File: src/rtl/pwm_pkg.sv
// pwm_pkg: shared widths, constants and compare helper for the PWM peripheral.
package pwm_pkg;
    localparam int PWM_CNT_W = 8;
    localparam int PWM_CLK_DIV_DEFAULT = 13;
    localparam int NUM_PINS = 16;
    localparam logic [PWM_CNT_W-1:0] DUTY_FULL = 8'hFF;
    localparam logic [PWM_CNT_W-1:0] CNT_MAX = 8'hFF;
    typedef logic [PWM_CNT_W-1:0] pwm_cnt_t;
    typedef logic [NUM_PINS-1:0] pin_vec_t;
    // Full-scale duty is forced high so 0xFF really means 100 %, not 255/256.
    function automatic logic pwm_compare(input pwm_cnt_t cnt, input pwm_cnt_t duty);
        return (duty == DUTY_FULL) || (cnt < duty);
    endfunction
endpackage

File: src/rtl/pwm_timebase.sv
// pwm_timebase: clock prescaler and shared free-running PWM counter.
module pwm_timebase
    import pwm_pkg::*;
#(
    parameter int CLK_DIV = PWM_CLK_DIV_DEFAULT
) (
    input  logic     clk,
    input  logic     rst,
    output logic     tick,
    output pwm_cnt_t pwm_cnt,
    output logic     wrap
);
    localparam int PRE_W = (CLK_DIV > 1) ? $clog2(CLK_DIV) : 1;
    localparam logic [PRE_W-1:0] PRE_MAX = PRE_W'(CLK_DIV - 1);
    logic [PRE_W-1:0] r_pre;
    pwm_cnt_t         r_cnt;
    always_comb begin
        tick    = (r_pre == PRE_MAX);
        wrap    = tick && (r_cnt == CNT_MAX);
        pwm_cnt = r_cnt;
    end
    always_ff @(posedge clk) begin
        if (rst) begin
            r_pre <= '0;
            r_cnt <= '0;
        end else begin
            r_pre <= tick ? '0 : r_pre + 1'b1;
            r_cnt <= tick ? r_cnt + 1'b1 : r_cnt;
        end
    end
endmodule

File: src/rtl/pwm_peripheral.sv
// pwm_peripheral: 16 pins driven low, high or from a shared PWM compare;
// duty is taken into a shadow register only at the counter wrap.
module pwm_peripheral
    import pwm_pkg::*;
#(
    parameter int CLK_DIV = PWM_CLK_DIV_DEFAULT,
    parameter int CNT_W   = PWM_CNT_W
) (
    input  logic        clk,
    input  logic        rst,
    input  logic [7:0]  en_reg_out_7_0,
    input  logic [7:0]  en_reg_out_15_8,
    input  logic [7:0]  en_reg_pwm_7_0,
    input  logic [7:0]  en_reg_pwm_15_8,
    input  logic [7:0]  pwm_duty_cycle,
    output logic [15:0] out,
    output logic        period_start
);
    logic             w_tick;
    logic             w_wrap;
    pwm_cnt_t         w_pwm_cnt;
    logic             w_pwm_sig;
    pin_vec_t         w_en_out;
    pin_vec_t         w_en_pwm;
    pin_vec_t         w_out_nxt;
    logic [CNT_W-1:0] r_duty_shadow;
    pwm_timebase #(.CLK_DIV(CLK_DIV)) u_timebase (
        .clk     (clk),
        .rst     (rst),
        .tick    (w_tick),
        .pwm_cnt (w_pwm_cnt),
        .wrap    (w_wrap)
    );
    always_comb begin
        w_en_out  = {en_reg_out_15_8, en_reg_out_7_0};
        w_en_pwm  = {en_reg_pwm_15_8, en_reg_pwm_7_0};
        w_pwm_sig = pwm_compare(w_pwm_cnt, r_duty_shadow);
        w_out_nxt = w_en_out & (~w_en_pwm | {NUM_PINS{w_pwm_sig}});
    end
    always_ff @(posedge clk) begin
        if (rst) begin
            r_duty_shadow <= '0;
            out           <= '0;
            period_start  <= 1'b0;
        end else begin
            r_duty_shadow <= w_wrap ? pwm_duty_cycle : r_duty_shadow;
            out           <= w_out_nxt;
            period_start  <= w_wrap;
        end
    end
    a_wrap_on_tick: assert property (@(posedge clk) w_wrap |-> w_tick);
endmodule

File: config.mk
export PLATFORM = sky130hd
export DESIGN_NAME = pwm_peripheral
export DESIGN_NICKNAME = d
export VERILOG_FILES = /design/src/rtl/pwm_pkg.sv /design/src/rtl/pwm_timebase.sv /design/src/rtl/pwm_peripheral.sv
export SDC_FILE = /design/constraint.sdc
export NUM_CORES = 1
export LEC_CHECK = 0
export BUFFER_PORTS_ARGS = -buffer_cell sky130_fd_sc_hd__clkbuf_2
export CAP_MARGIN = 0
export CORE_ASPECT_RATIO = 1.1
export CORE_MARGIN = 2
export CORE_UTILIZATION = 45
export CTS_CLUSTER_DIAMETER = 30
export CTS_CLUSTER_SIZE = 16
export DETAILED_ROUTE_END_ITERATION = 10
export PLACE_DENSITY_LB_ADDON = 0.3
export SETUP_SLACK_MARGIN = 0.02
export SYNTH_ARGS = -nofsm -noshare
export SYNTH_HDL_FRONTEND = slang
export SYNTH_HIERARCHICAL = 1
export SYNTH_SLANG_ARGS = --single-unit
export TNS_END_PERCENT = 20
File: constraint.sdc
create_clock -name clk -period 3.23 [get_ports clk]
set_input_delay 0.323 -clock clk [delete_from_list [all_inputs] [get_ports clk]]
set_output_delay 0.323 -clock clk [all_outputs]
set_load 0.05 [all_outputs]
==> results of run 1 <==
registers in the layout (all words and copies together) (netlist names):
signal              cells
out                    16
r_duty_shadow           8
u_timebase/pwm_cnt      8
u_timebase/r_pre        4
period_start            1
critical path, stage by stage, from the launching register on:
cell	delay (ns)
dfxtp_1	0.37
inv_1	0.05
ha_1	0.26
o21a_1	0.12
o22ai_1	0.09
o32ai_2	0.80
a21oi_1	0.16
synthesized netlist by cell type (all sizes together) (3+ instances only):
cell type / number / area share (%)
dfxtp: 37 / 47
o21ai: 4 / 1.3
clkbuf: 5 / 1.2
ha: 10 / 8.0
mux2i: 9 / 5.7
or4: 3 / 1.4
inv: 10 / 2.4
or3: 3 / 1.3
nand2: 5 / 1.2
nor3: 3 / 0.95
nand4: 7 / 2.8
nor2: 12 / 2.9
nand2b: 17 / 6.8
a21oi: 25 / 8.0
stage by stage:
step                hold slack [ns]  utilization, %  total power (W)
finish                        0.145            58.7         0.000806
global route                  0.116            58.7         0.000847
CTS                           0.122            58.7         0.000818
detailed placement            0.497            56.9         0.000572
global placement              0.476            56.9         0.000570
floorplan                     0.399               -         0.000534
how the worst max path moves through the flow:
stage,startpoint,end,cells past startpoint
3_5_place_dp,r_duty_shadow[3]$_SDFFE_PP0P_,out[15]$_SDFF_PP0_,6
3_3_place_gp,r_duty_shadow[7]$_SDFFE_PP0P_,out[1]$_SDFF_PP0_,5
2_1_floorplan,u_timebase/r_pre[0]$_SDFF_PP0_,r_duty_shadow[0]$_SDFFE_PP0P_,8
4_1_cts,r_duty_shadow[3]$_SDFFE_PP0P_,out[15]$_SDFF_PP0_,6
6_report,r_duty_shadow[3]$_SDFFE_PP0P_,out[15]$_SDFF_PP0_,6
5_1_grt,r_duty_shadow[3]$_SDFFE_PP0P_,out[2]$_SDFF_PP0_,6
layer usage:
| metal | part of all wire, % | vias up | global-route usage (%) |
|---|---|---|---|
| li1 | - | 688 | - |
| met1 | 42 | 600 | 19.8 |
| met2 | 49 | 42 | 26.4 |
| met3 | 6.9 | 5 | 5.68 |
| met4 | 1.8 | 0 | 9.17 |
| met5 | 0 | - | 0 |
cell type report:
| type | count | area (um2) |
|---|---|---|
| inverters | 10 | 37.5 |
| clock buffers | 6 | 51.3 |
| multi-input cells | 111 | 759 |
| clock inverters | 1 | 7.51 |
| well taps | 48 | 60.1 |
| fillers | 333 | 1380 |
| repair buffers | 59 | 298 |
| flip-flops and latches | 37 | 741 |
cell families after synthesis:
| group | Yosys count |
|---|---|
| and+or+nand+nor | 53 |
| DFF | 37 |
| AOI/OAI and AO/OA | 36 |
| buffers and inverters | 17 |
| adders and majority gates | 10 |
| muxes | 9 |
| xor gates and xnor gates | 3 |
where the power goes:
group	total (W)	switching (W)	internal, W	leakage [nW]
Sequential	0.000473	0.00000518	0.000467	0.301
Combinational	0.0000875	0.0000530	0.0000345	0.487
Clock	0.000246	0.000144	0.000102	0.0303
Total	0.000806	0.000202	0.000604	0.819
==> out/results.ini, run 1 <==
[synthesis]
yosys_register_bits = 37
synthXorXnorAreaFrac_pct = 1.67
yosysSeqAreaShare_pct = 47.1
synth_compound_area_share_pct = 14.3
ys_types = 27
synth_top_family_by_area = simple AND/OR/NAND/NOR gates
synth-main-ff-cell = dfxtp_1
synthMuxAreaShare_pct = 5.73
synth-async-reset-ratio_pct = 0
synthCells = 165
synth_area_per_cell_um2 = 9.53
synthSimpleGateAreaFrac_pct = 18.6
synth_area_um2 = 1570
synth_nets = 217
synth_fa_ha_area_share_pct = 7.96
synth_edf_count = 0
ys.warnings.count = 6

[route]
routed_wl_um = 3060
drcViolationCount = 0
routedWlPerCell_um = 11.3
drt-pass1-iter-count = 4
vias = 1335
viasPerCell = 4.91
drt-initial-drc-count = 68
drtAntennaViolNets = 0

[pwr]
p_leak_nw = 0.819
powerDensity_nw_per_um2 = 412
ir_drop_mv = 0.296

[global_routing]
first_global_vias = 1216
grt_max_degree = 38
grt-ovfl-total = 0
antenna_found_initial = 0
grt_pass1_wl_um = 4920
track_usage_pct = 16.8

[worst_setup_path]
critical_path_peak_fanout = 16
worstRegToRegCells = 6
ff2ff_setup_slack_ns = 1.22
crit_type = register to register
r2r_start = r_duty_shadow[3]$_SDFFE_PP0P_
cp-end-kind = register
crit_required_ns = 3.42
worstReg2RegEnd = out[15]$_SDFF_PP0_
cp-start-kind = register
worstPathArrival_ns = 2.20

[min_path]
hold_path.class = input port to register
holdPathStages = 2
min_to = out[8]$_SDFF_PP0_
worstHoldStart = en_reg_pwm_15_8[0]

[timing]
slew_headroom_pct = 40.5
tightest_slew_ns = 0.893
fin_ws_ns = 1.22
skew_ns = 0.0205
fin_setup_tns_ns = 0
fmax_mhz = 498
hold_viol = 0
timing.final.crit_share_pct = 62.2
min_period_ns = 2.01
setup_viol = 0
drv_slew = 0
rsz0062_at_grt = no

[cells_and_area]
nets = 276
postLayoutCellArea_um2 = 1950
drive_above_1_share_pct = 31.3
final_cell_mix = clkbuf_2 (58), dfxtp_1 (37), a21oi_1 (25)
synthToLayoutAreaGrowth_pct = 24.3
instances_no_fill = 272
antenna_cells = 0
layout_commonest_cell = clkbuf_2

[clocking]
cts-resized-gates = 0
clkTransAtPathRegs_ns = 0.12
cts_tree = done
clockBufferDepth = 2
postCtsSetupBuffers = 0
cts_inserted_buffers = 5
clockRootBuffer = clkbuf_4
cts_max_level = 2
cts_hold_buf = 0
cts.sinks = 37
clock_latency_ns = 0.34

[placed_design]
dp_cells = 265
portBuffers = 58
gp_congestion = 0.747
place_hpwl_um = 2390
pre_cts_slack_ns = 1.20
placed_area_um2 = 1900

[floorplanning]
fp-row-count = 22
core_um2 = 3330
die_area_um2 = 3980
die_height_um = 66.0
pin_count = 59
die_w_um = 60.4
start_util_pct = 47.2

[status]
status = completed

[flow_run]
cap_viol_max_count = 0

No activity file was read; power rests on OpenSTA's default activity.
==> run 2: changes to the inputs <==
--- a/config.mk
+++ b/config.mk
@@ -5,6 +5,7 @@
 export SDC_FILE = /design/constraint.sdc
 export NUM_CORES = 1
 export LEC_CHECK = 0
+export ABC_AREA = 1
 export BUFFER_PORTS_ARGS = -buffer_cell sky130_fd_sc_hd__clkbuf_2
 export CAP_MARGIN = 0
 export CORE_ASPECT_RATIO = 1.1
==> constraint.sdc (replaced) <==
create_clock -name clk -period 1.9 [get_ports clk]
set_input_delay 0.19 -clock clk [delete_from_list [all_inputs] [get_ports clk]]
set_output_delay 0.19 -clock clk [all_outputs]
set_load 0.05 [all_outputs]
==> run 2 against run 1 <==
Die area rose by 13%. Combinational power rose by 99%. Design area rose by 15%.
==> out/results.ini, run 2 <==
[synthesis]
yosys_register_bits = 37  ; unchanged
synthSimpleGateAreaFrac_pct = 31.1  ; +12 points
synth-async-reset-ratio_pct = 0  ; unchanged
yosysMostFrequentCell = inv_1
synth_fa_ha_area_share_pct = 6.96  ; -1.0 points
ys_types = 22  ; -19%
ys.warnings.count = 6  ; unchanged
synth_area_leaders = dfxtp_1 (41%), inv_1 (10%), nand2_1 (9.6%)
synthMuxAreaShare_pct = 0  ; -5.7 points
synthCells = 238  ; +44%
synth_area_per_cell_um2 = 7.55  ; -21%
synthTopCellsByCount = inv_1 (49), nand2_1 (46), dfxtp_1 (37), nor2_1 (37), a21oi_1 (11)
synth_top_family_by_area = simple AND/OR/NAND/NOR gates
synth_area_um2 = 1800  ; +14%
yosysTopAreaCell = dfxtp_1
synthXorXnorAreaFrac_pct = 0.487  ; -1.2 points
synth_edf_count = 0  ; unchanged
yosysSeqAreaShare_pct = 41.2  ; -5.9 points
synth_nets = 290  ; +34%
synth_top_cell_area_share_pct = 41.2  ; -5.9 points
synth-main-ff-cell = dfxtp_1
synth_compound_area_share_pct = 7.31  ; -7.0 points

[cells_and_area]
layout_commonest_cell = clkbuf_2
instances_no_fill = 352  ; +29%
synthToLayoutAreaGrowth_pct = 25.0
regMostFlops = out
final_cell_mix = clkbuf_2 (58), inv_1 (49), nand2_1 (46)
drive_above_1_share_pct = 29.7  ; -1.6 points
nets = 351  ; +27%
largest_reg_flops = 16  ; unchanged
antenna_cells = 0  ; unchanged
nFillCells = 402  ; +21%
postLayoutCellArea_um2 = 2250  ; +15%

[timing]
rsz0062_at_grt = no
slew_headroom_pct = 73.5  ; +33 points
setup_viol = 0  ; unchanged
min_period_ns = 1.66  ; -0.352 ns
hold_viol = 0  ; unchanged
fin_setup_tns_ns = 0  ; unchanged
drv_slew = 0  ; unchanged
tightest_slew_ns = 0.396  ; -0.497 ns
timing.final.crit_share_pct = 87.2  ; +25 points
skew_ns = 0.00213  ; -0.0184 ns
fmax_mhz = 603  ; +21%

[worst_setup_path]
cp-end-kind = register
cp-start-kind = register
crit_type = register to register
worstPathArrival_ns = 1.86  ; -0.34 ns
crit_chain = inv_1, ha_1, nand3_4, nor2_4, nand2_1, nor2_1, inv_2, a211oi_1
critical_path_peak_fanout = 16  ; unchanged
crit_required_ns = 2.10  ; -1.32 ns
slowest_delay_ns = 0.35  ; -0.45 ns
crit_slowest_cell = dfxtp_1

[pwr]
p_leak_nw = 1.28  ; +56%
powerDensity_nw_per_um2 = 745  ; +81%
ir_drop_mv = 0.542  ; +83%

[route]
viasPerCell = 4.49  ; -8.6%
vias = 1579  ; +18%
drt-initial-drc-count = 69  ; +1.5%
drtAntennaViolNets = 0  ; unchanged
drt-pass1-iter-count = 5  ; +1
routedWlPerCell_um = 10.1  ; -10%
drcViolationCount = 0  ; unchanged
routed_wl_um = 3550  ; +16%

[placed_design]
placed_area_um2 = 2130  ; +12%
place_hpwl_um = 2710  ; +14%
portBuffers = 58  ; unchanged
dp_cells = 344  ; +30%
gp_congestion = 0.760  ; +1.7%

[flow_run]
cap_viol_max_count = 0  ; unchanged

[clocking]
cts_inserted_buffers = 5  ; unchanged
clock_latency_ns = 0.29  ; -0.05 ns
postCtsSetupBuffers = 0  ; unchanged
clockRootBuffer = clkbuf_8
clkTransAtPathRegs_ns = 0.07  ; -0.05 ns
cts_max_level = 2  ; unchanged
cts_hold_buf = 0  ; unchanged
cts.sinks = 37  ; unchanged
clockBufferDepth = 2  ; unchanged
cts_tree = done
cts-resized-gates = 0  ; unchanged

[floorplanning]
die_w_um = 64.3  ; +6.5%
start_util_pct = 46.1  ; -1.2 points
die_area_um2 = 4520  ; +13%
die_height_um = 70.3  ; +6.5%
core_um2 = 3900  ; +17%
pin_count = 59  ; unchanged
fp-row-count = 24  ; +9.1%

[status]
status = completed

[global_routing]
antenna_found_initial = 0  ; unchanged
grt-ovfl-total = 0  ; unchanged
track_usage_pct = 17.4  ; +0.59 points
grt_max_degree = 19  ; -50%
first_global_vias = 1516  ; +25%
grt_pass1_wl_um = 6090  ; +24%

[min_path]
hold_path.class = input port to register

-- run 2: cell count changes after synthesis, sizes merged, moves of 2 or more --
cell / change
a211oi: +7
a21oi: -13
inv: +42
mux2i: -9
nand2: +42
nand2b: -17
nand3: +20
nand4: -5
nor2: +28
o21ai: -4
o31ai: -2
or3: -3
or4: -3
-- run 2: cell families after synthesis --
logic type,count (synthesis)
compound gates,21
xor+xnor,1
fa+ha+maj,10
buf+inv,58
flops,37
simple gates,111
-- run 2: where the power goes --
part | switching (W) | internal, W | leakage (nW)
Clock | 0.000268 | 0.000428 | 0.0585
Sequential | 0.0000104 | 0.000794 | 0.301
Combinational | 0.000107 | 0.0000668 | 0.917
Total | 0.000385 | 0.00129 | 1.28
-- run 2: layout make-up --
cell class / count / area, um2 / area share [%]
timing repair buffer: 60 / 305 / 13.6
sequential: 37 / 741 / 33.0
tap: 52 / 65.1 / 2.90
inverter: 52 / 195 / 8.69
clock buffer: 7 / 86.3 / 3.84
multi-input combinational: 143 / 825 / 36.7
clock inverter: 1 / 30.0 / 1.34
-- run 2: per-stage QoR --
step	total power [W]	setup slack (ns)	hold WS, ns	util (%)
global route	0.00174	0.113	0.158	57.6
global placement	0.000995	0.241	0.439	54.6
detailed placement	0.000998	0.233	0.446	54.6
floorplan	0.000930	0.286	0.259	-
CTS	0.00170	0.222	0.143	57.6
finish	0.00167	0.243	0.147	57.6
-- run 2: layer usage --
layer | vias up | part of all wire, % | global-route usage [%]
met5 | - | 0 | 0
met4 | 0 | 1.4 | 7.09
met3 | 5 | 8.7 | 6.92
met2 | 45 | 49 | 30.6
met1 | 681 | 41 | 18.3
li1 | 848 | - | -
-- run 2: worst paths after layout --
path	cells past startpoint	slack, ns	end	from
worst max register to register	8	0.24	r_duty_shadow[7]$_SDFFE_PP0P_	u_timebase/r_pre[0]$_SDFF_PP0_
worst min register to register	1	0.48	u_timebase/r_pre[0]$_SDFF_PP0_	u_timebase/r_pre[0]$_SDFF_PP0_
worst max-delay path	8	0.24	r_duty_shadow[7]$_SDFFE_PP0P_	u_timebase/r_pre[0]$_SDFF_PP0_
worst min-delay path	4	0.15	out[14]$_SDFF_PP0_	en_reg_pwm_15_8[6]
-- run 2: worst max-delay path, delay by kind of cell, from the launching register on --
kind	cells	cell delay (ns)
AND/OR/NAND/NOR	4	0.54
flip-flops	1	0.35
AO/OA/AOI/OAI	1	0.25
buffers and inverters	2	0.22
adder cells (fa/ha/maj)	1	0.21
==> run 3: changes to the inputs <==
==> constraint.sdc (replaced) <==
create_clock -name clk -period 1.6 [get_ports clk]
set_input_delay 0.16 -clock clk [delete_from_list [all_inputs] [get_ports clk]]
set_output_delay 0.16 -clock clk [all_outputs]
set_load 0.05 [all_outputs]
==> run 3 against run 2 <==
Sequential share of layout area is 2.4 points lower. Global-route usage shrank 0.62 points. Register-to-register slack got worse by 0.18 ns. Highest routed layer unchanged. Critical path depth up 2. Sequential power up 19%. Flip-flop and latch count is the same. Largest power group unchanged. Core utilization up 5.2 points. Count of clock-buffer cells in the layout unchanged. Hold slack worse by 0.026 ns.
==> out/results.ini, run 3 (synthesized netlist as in run 2, its figures left out) <==
[global_routing]
antenna_found_initial = 0  ; unchanged
grt-ovfl-total = 0  ; unchanged
grt_pass1_wl_um = 6000  ; -1.6%
track_usage_pct = 16.8  ; -0.62 points
first_global_vias = 1490  ; -1.7%
grt_max_degree = 29  ; +10

[status]
status = completed

[worst_setup_path]
cp-end-kind = register
worstPathArrival_ns = 1.70  ; -0.16 ns
crit_slowest_cell = dfxtp_2
worst_path_dominant_cell_family = simple AND/OR/NAND/NOR gates
crit_top_cell = nor2_4
crit_required_ns = 1.76  ; -0.34 ns
critical_path_peak_fanout = 8  ; -8
cp_num_buf_inv = 3  ; +1
crit_type = register to register
crit_chain = inv_2, ha_4, nand3_4, nor2_4, nand2_2, nor2_4, buf_12, inv_4, nor2_1, a211oi_2
cp-start-kind = register
slowest_delay_ns = 0.34  ; about the same
ff2ff_setup_slack_ns = 0.06  ; -0.18 ns

[cells_and_area]
nets = 362  ; +3.1%
instances_no_fill = 362  ; +2.8%
synthToLayoutAreaGrowth_pct = 36.3
antenna_cells = 0  ; unchanged
layout_commonest_cell = clkbuf_2
final_cell_mix = clkbuf_2 (58), inv_1 (46), nand2_1 (45)
largest_reg_flops = 16  ; unchanged
drive_above_1_share_pct = 40.3  ; +11 points
regMostFlops = out

[placed_design]
pre_cts_slack_ns = 0.0320  ; -0.201 ns
place_hpwl_um = 2640  ; -2.7%
dp_cells = 347  ; +0.87%
portBuffers = 58  ; unchanged
gp_congestion = 0.760  ; about the same

[clocking]
cts_hold_buf = 0  ; unchanged
clkTransAtPathRegs_ns = 0.07  ; about the same
clock_latency_ns = 0.28  ; about the same
cts_max_level = 2  ; unchanged
cts_inserted_buffers = 5  ; unchanged
clockRootBuffer = clkbuf_8
cts.sinks = 37  ; unchanged
cts_tree = done
clockBufferDepth = 2  ; unchanged

[timing]
slew_headroom_pct = 77.6  ; +4.1 points
tightest_slew_ns = 0.335  ; -0.0606 ns
fmax_mhz = 651  ; +7.9%
skew_ns = 0.00393  ; +0.00180 ns
setup_viol = 0  ; unchanged
hold_viol = 0  ; unchanged
min_period_ns = 1.54  ; -0.122 ns
rsz0062_at_grt = yes
fin_ws_ns = 0.0643  ; -0.178 ns
drv_slew = 0  ; unchanged
timing.final.crit_share_pct = 96.0  ; +8.7 points
fin_setup_tns_ns = 0  ; unchanged

[floorplanning]
die_area_um2 = 4520  ; unchanged
die_w_um = 64.3  ; unchanged
pin_count = 59  ; unchanged
fp-row-count = 24  ; unchanged
start_util_pct = 46.1  ; unchanged
die_height_um = 70.3  ; unchanged
core_um2 = 3900  ; unchanged

[pwr]
power_w = 0.00182  ; +9.0%
p_comb_share_pct = 12.1  ; +1.7 points
pwr-share-clk_pct = 35.5  ; -6.0 points
p_int_w = 0.00137  ; +6.5%
powerDensity_nw_per_um2 = 745  ; about the same
ir_drop_mv = 0.582  ; +7.2%
seqPwrFrac_pct = 52.4  ; +4.3 points
p_sw_w = 0.000452  ; +17%
swShare_pct = 24.8  ; +1.8 points
p_leak_nw = 1.34  ; +5.3%

[route]
drt-initial-drc-count = 72  ; +4.3%
viasPerCell = 4.65  ; +3.6%
drtAntennaViolNets = 0  ; unchanged
routedWlPerCell_um = 10.9  ; +8.0%
drt-pass1-iter-count = 4  ; -1
vias = 1682  ; +6.5%
routed_wl_um = 3940  ; +11%
drcViolationCount = 0  ; unchanged

[min_path]
hold_path.class = input port to register

[flow_run]
cap_viol_max_count = 0  ; unchanged

## run 3: changes by cell type in the layout (fill, tap and decap cells not counted), sizes merged
cell / previous run / this run
buf: 2 / 11
bufinv: 1 / 0
clkbuf: 65 / 66
clkinv: 0 / 1
## run 3: repair_timing
action	4_1_cts	5_1_grt
setup buffers	0	6
pin swaps	0	6
setup endpoints to repair	1	19
cloned	0	2
gates resized for setup	1	30
## run 3: tightest hold or removal path, stage by stage
cell	delay (ns)
clkbuf_2	0.09
nand3_2	0.06
nand2_1	0.04
inv_1	0.04
## run 3: layer usage
| metal | wire, um | GRT usage [%] | vias to the layer above |
|---|---|---|---|
| li1 | - | - | 873 |
| met1 | 1680 | 19.4 | 758 |
| met2 | 1970 | 28.5 | 45 |
| met3 | 241 | 5.15 | 6 |
| met4 | 48 | 7.09 | 0 |
| met5 | 0 | 0 | - |
## run 3: through the flow
| stage | instance area [um2] | util [%] | hold WS (ns) |
|---|---|---|---|
| 2_1_floorplan | 1800 | - | 0.229 |
| 3_3_place_gp | 2170 | 55.5 | 0.406 |
| 3_5_place_dp | 2170 | 55.5 | 0.413 |
| 4_1_cts | 2260 | 57.8 | 0.118 |
| 5_1_grt | 2450 | 62.8 | 0.123 |
| 6_report | 2450 | 62.8 | 0.121 |
## run 3: power by group through the flow
stage / Clock, W / Combinational (W) / Sequential (W)
after floorplan: 0 / 0.0000712 / 0.00103
after global placement: 0 / 0.000210 / 0.000974
after detailed placement: 0 / 0.000213 / 0.000975
after CTS: 0.000657 / 0.000215 / 0.000954
after global routing: 0.000693 / 0.000243 / 0.000958
final: 0.000647 / 0.000221 / 0.000956
## run 3: cell type report
| type | count | area (um2) |
|---|---|---|
| multi-input combinational | 143 | 920 |
| tap | 52 | 65.1 |
| clock buffer | 7 | 86.3 |
| inverter | 52 | 200 |
| timing repair buffer | 70 | 423 |
| sequential | 37 | 749 |
| timing repair inverter | 1 | 6.26 |
| fill | 353 | 1450 |
## run 3: final timing paths
kind                                   from                             end  depth (start not counted)
max          u_timebase/r_pre[1]$_SDFF_PP0_   r_duty_shadow[1]$_SDFFE_PP0P_                         10
min                      en_reg_pwm_15_8[3]              out[11]$_SDFF_PP0_                          4
max reg2reg  u_timebase/r_pre[1]$_SDFF_PP0_   r_duty_shadow[1]$_SDFFE_PP0P_                         10
min reg2reg  u_timebase/r_pre[0]$_SDFF_PP0_  u_timebase/r_pre[0]$_SDFF_PP0_                          1
